[config.mk]
export PLATFORM = sky130hd
export DESIGN_NAME = stack_ctrl
export DESIGN_NICKNAME = d
export VERILOG_FILES = /design/src/rtl/stack_ctrl.sv
export SDC_FILE = /design/constraint.sdc
export NUM_CORES = 1
export LEC_CHECK = 0
export CAP_MARGIN = 5
export CORE_MARGIN = 5
export CORE_UTILIZATION = 39
export CTS_CLUSTER_DIAMETER = 50
export DETAILED_ROUTE_END_ITERATION = 6
export PLACE_DENSITY = 0.74
export SETUP_SLACK_MARGIN = 0.02
export SLEW_MARGIN = 20
export SYNTH_ARGS = -nofsm -noshare
export SYNTH_HDL_FRONTEND = slang
export SYNTH_SLANG_ARGS = --single-unit
[constraint.sdc]
create_clock -name Clk -period 4.53 [get_ports Clk]
set_clock_uncertainty 0.2 [all_clocks]
set_input_delay 0.6795 -clock Clk [delete_from_list [all_inputs] [get_ports Clk]]
set_output_delay 0.6795 -clock Clk [all_outputs]
set_load 0.02 [all_outputs]
[src/rtl/stack_ctrl.sv]
// Pointer/flag controller for an 8x4 stack memory; enables are combinational, Pop_Valid lags PopEnbl by 1 cycle.
// No backpressure: a request that cannot be honoured is dropped, with a sticky error flag recording why.
module stack_ctrl #(
    parameter int ADDR_W = 3,
    parameter int DATA_W = 4
) (
    input  logic              Clk,
    input  logic              Reset,
    input  logic              Push_Req,
    input  logic              Pop_Req,
    input  logic [DATA_W-1:0] Push_Data,
    input  logic              Err_Clr,
    output logic              PushEnbl,
    output logic              PopEnbl,
    output logic [DATA_W-1:0] PushDataIn,
    output logic [0:ADDR_W-1] TOS,
    output logic              Stack_Full,
    output logic              Stack_Empty,
    output logic [ADDR_W:0]   Depth,
    output logic              Pop_Valid,
    output logic              Overflow_Err,
    output logic              Underflow_Err,
    output logic              Conflict_Err
);

    localparam logic [ADDR_W-1:0] TOP_SLOT  = '1;
    localparam logic [ADDR_W:0]   DEPTH_MAX = {1'b1, {ADDR_W{1'b0}}};

    logic [ADDR_W-1:0] tos_q;
    logic              full_q;
    logic              empty;
    logic              push_ok;
    logic              pop_ok;
    logic              ovf_set;
    logic              unf_set;
    logic              cnf_set;

    // TOS stays parked on the top slot once full; the full bit alone marks the 8th entry
    assign empty   = (tos_q == '0) && !full_q;
    assign push_ok = !Reset && Push_Req && !Pop_Req && !full_q;
    assign pop_ok  = !Reset && Pop_Req && !Push_Req && !empty;
    assign ovf_set = Push_Req && !Pop_Req && full_q;
    assign unf_set = Pop_Req && !Push_Req && empty;
    assign cnf_set = Push_Req && Pop_Req;

    assign PushEnbl    = push_ok;
    assign PopEnbl     = pop_ok;
    assign PushDataIn  = Push_Data;
    assign TOS         = tos_q;
    assign Stack_Full  = full_q;
    assign Stack_Empty = empty;
    assign Depth       = full_q ? DEPTH_MAX : {1'b0, tos_q};

    always_ff @(posedge Clk or posedge Reset) begin
        if (Reset) begin
            tos_q  <= '0;
            full_q <= 1'b0;
        end else if (push_ok) begin
            if (tos_q == TOP_SLOT) full_q <= 1'b1;
            else                   tos_q  <= tos_q + 1'b1;
        end else if (pop_ok) begin
            if (full_q) full_q <= 1'b0;
            else        tos_q  <= tos_q - 1'b1;
        end
    end

    // New error events take priority over a clear in the same cycle
    always_ff @(posedge Clk or posedge Reset) begin
        if (Reset) begin
            Pop_Valid     <= 1'b0;
            Overflow_Err  <= 1'b0;
            Underflow_Err <= 1'b0;
            Conflict_Err  <= 1'b0;
        end else begin
            Pop_Valid     <= pop_ok;
            Overflow_Err  <= (Overflow_Err  && !Err_Clr) || ovf_set;
            Underflow_Err <= (Underflow_Err && !Err_Clr) || unf_set;
            Conflict_Err  <= (Conflict_Err  && !Err_Clr) || cnf_set;
        end
    end

endmodule

==> results.cfg <==
[logic_synthesis]
synth_xor_area_share_pct = 1.51
yosysUniqueCellTypes = 32
synth-seq-cells = 8
syn_nets = 72
synth_area_um2 = 581
synth_warnings = 0
syn_inst = 62
synth_top_family_by_area = simple AND/OR/NAND/NOR gates
synth_top_area_share_pct = 34.5
synthMuxAreaShare_pct = 3.45
syn_avg_cell_area_um2 = 9.36
yosysTopAreaCell = dfrtp_1
yosysSeqAreaShare_pct = 34.5
synth_compound_gate_area_share_pct = 16.8
synthAdderAreaFrac_pct = 2.16
synth_area_leaders = dfrtp_1 (34%), buf_4 (6.5%), nand2_1 (3.9%), mux2i_1 (3.4%), o21ai_0 (3.4%)
yosys.area_share.simple_pct = 26.5

[layout]
fillers = 139
syn_to_final_growth_pct = 29.7
final_nets = 87
antenna_cells = 0
instances_no_fill = 91
drive_above_1_share_pct = 14.7
register_area_um2 = 200
multi_input_area_um2 = 293

[floorplan]
rows = 14
boundaryPins = 28
fp.dieArea_mm2 = 0.00236
die_y_um = 48.6
die_x_um = 48.6
start_util_pct = 39.9
core_area_mm2 = 0.00145

[placement]
dp.cells = 88
numPortBuffers = 19
place_congestion = 0.719
place_hpwl_um = 890

[pwr]
power_leakage_nw = 0.310
intPower_w = 0.000229
power_density_mw_per_mm2 = 524
p_switching_w = 0.000166
seq_power_share_pct = 31.5
vdd_ir_drop_max_mv = 0.301
p_clk_share_pct = 14.1
switching_share_pct = 42.1
combPwrFrac_pct = 54.4

[critical_path]
end_kind = primary output
cpMostUsedCell = clkdlybuf4s50_1
r2r_slack_ps = 2030
timing.rr.start = Stack_Full
cp.arrival_ps = 2520
cpPeakStageDelay_ps = 610
path_max_fanout = 8
path_cells = clkdlybuf4s50_1, or4b_4, clkinv_4, clkdlybuf4s50_1
r2r-end = TOS[0]
rr_worst_depth = 7
path_class = in -> out
start_kind = primary input
slowest_stage = clkdlybuf4s50_1
required_ps = 3650

[routing]
vias = 483
drcViolationCount = 0
routedWlPerCell_um = 13.5
wl_mm = 1.22
drt-initial-drc-count = 6
ant_nets = 0
vias_per_cell = 5.31
firstDrtPassIters = 3

[clock_network]
clock_sinks = 8
clockBufferDepth = 2
cts_tree = yes
cts_made_buffers = 3
htreeDepth = 1
hold_buffers = 0
root_buffer = clkbuf_4
clkTransAtPathRegs_ps = 50
clk_latency_ps = 260
cts_resized = 0
postCtsSetupBuffers = 0

[sta]
rsz0062_at_grt = false
period_share_pct = 75.0
slew_headroom_pct = 64.1
tightest_slew_ps = 538
drv_slew = 0
fmax_mhz = 294
finalSetupViolCount = 0
fin_setup_tns_ps = 0
hold_viol_final = 0
fin_crit_ps = 3400

[global_route]
grt_overflow = 0
grt_max_degree = 13
grt_antenna_before_repair = 0
grt_pass1_vias = 456
track_usage_pct = 11.2
grt_first_pass_wirelength_mm = 2.09

[worst_hold_path]
min_to = Conflict_Err
hold_depth = 2
min_from = Conflict_Err
hold_class = reg -> reg

[flow_run]
maxCapViolations = 0

[run_status]
status = finished, final reports clean
-- power by group through the flow --
| stage | clock [W] | sequential [W] | combinational (W) |
|---|---|---|---|
| 2_1_floorplan | 0 | 0.000116 | 0.000152 |
| 3_3_place_gp | 0 | 0.000125 | 0.000213 |
| 3_5_place_dp | 0 | 0.000125 | 0.000212 |
| 4_1_cts | 0.0000572 | 0.000124 | 0.000217 |
| 5_1_grt | 0.0000614 | 0.000129 | 0.000234 |
| 6_report | 0.0000558 | 0.000124 | 0.000215 |
-- worst max-delay path, delay by kind of cell --
family / cells / cell delay, ps
buf+inv: 3 / 1300
simple gates: 1 / 540
-- sequential cells by signal, summed over array words and instances, names as in the netlist --
register       flops
Conflict_Err       1
Overflow_Err       1
Pop_Valid          1
Stack_Full         1
TOS                3
Underflow_Err      1
-- cells by family (layout without fill, tap and decap cells) --
logic type / after synthesis / count (layout)
simple gates: 22 / 22
buf+inv: 15 / 28
compound gates: 13 / 13
flops: 8 / 8
mux: 2 / 2
fa+ha+maj: 1 / 1
xor+xnor: 1 / 1
-- cell usage after synthesis --
| cell | instances |
|---|---|
| dfrtp_1 | 8 |
| nand2_1 | 6 |
| buf_4 | 5 |
| inv_1 | 5 |
| o21ai_0 | 4 |
| clkbuf_1 | 3 |
| and2b_2 | 2 |
| mux2i_1 | 2 |
| nor3_1 | 2 |
| nor4_1 | 2 |
| o22ai_1 | 2 |
| a211o_1 | 1 |
| a211o_2 | 1 |
| a211oi_1 | 1 |
| a21oi_1 | 1 |
| a221oi_2 | 1 |
| a22o_1 | 1 |
| and2b_1 | 1 |
| and4b_1 | 1 |
| buf_6 | 1 |
| clkinv_4 | 1 |
| ha_1 | 1 |
| nand2b_1 | 1 |
| nand3_1 | 1 |
| nand3b_1 | 1 |
| nor3b_1 | 1 |
| nor4b_1 | 1 |
| nor4b_2 | 1 |
| o21ba_2 | 1 |
| or4b_1 | 1 |
| or4b_4 | 1 |
| xnor2_1 | 1 |
-- per-layer routing --
layer	track usage (%)	vias up	part of all wire [%]
met5	0	-	0
li1	-	244	-
met2	15.7	17	43
met3	3.07	4	5.6
met1	14.2	218	49
met4	8.97	0	2.4
-- area by class of cell --
class | instances | share of cell area (%)
Multi-Input combinational cell | 39 | 38.9
Sequential cell | 8 | 26.6
Timing Repair Buffer | 19 | 25.2
Inverter | 6 | 3.65
Clock buffer | 3 | 2.99
Tap cell | 16 | 2.66
-- metrics by stage --
step / cell area [µm²] / worst slack [ps] / hold slack [ps] / utilization [%] / total power (W)
after floorplan: 581 / 1840 / 295 / - / 0.000267
after global placement: 731 / 1160 / 309 / 50.3 / 0.000337
after detailed placement: 731 / 1140 / 318 / 50.3 / 0.000337
after CTS: 753 / 1130 / 326 / 51.8 / 0.000397
after global routing: 753 / 1060 / 340 / 51.8 / 0.000424
final: 753 / 1130 / 318 / 51.8 / 0.000395
-- worst max path at each step --
stage	startpoint	to	slack, ps	cells after the start
finish	Push_Req	PushEnbl	1130	4
global route	Push_Req	PushEnbl	1060	4
CTS	Push_Req	PushEnbl	1130	4
detailed placement	Push_Req	PushEnbl	1140	4
global placement	Push_Req	PushEnbl	1160	4
floorplan	TOS[0]	PopEnbl	1840	3
-- cells in the final DEF (no fill, tap or decap), types with 2 or more instances in the layout --
cell type / netlist / layout
mux2i_1: 2 / 2
o22ai_1: 2 / 2
o21ai_0: 4 / 4
and2b_2: 2 / 2
dfrtp_1: 8 / 8
inv_1: 5 / 5
clkbuf_4: 0 / 3
nor3_1: 2 / 2
clkdlybuf4s50_1: 0 / 19
nor4_1: 2 / 2
nand2_1: 6 / 6
(Power assumes the default switching activity.)
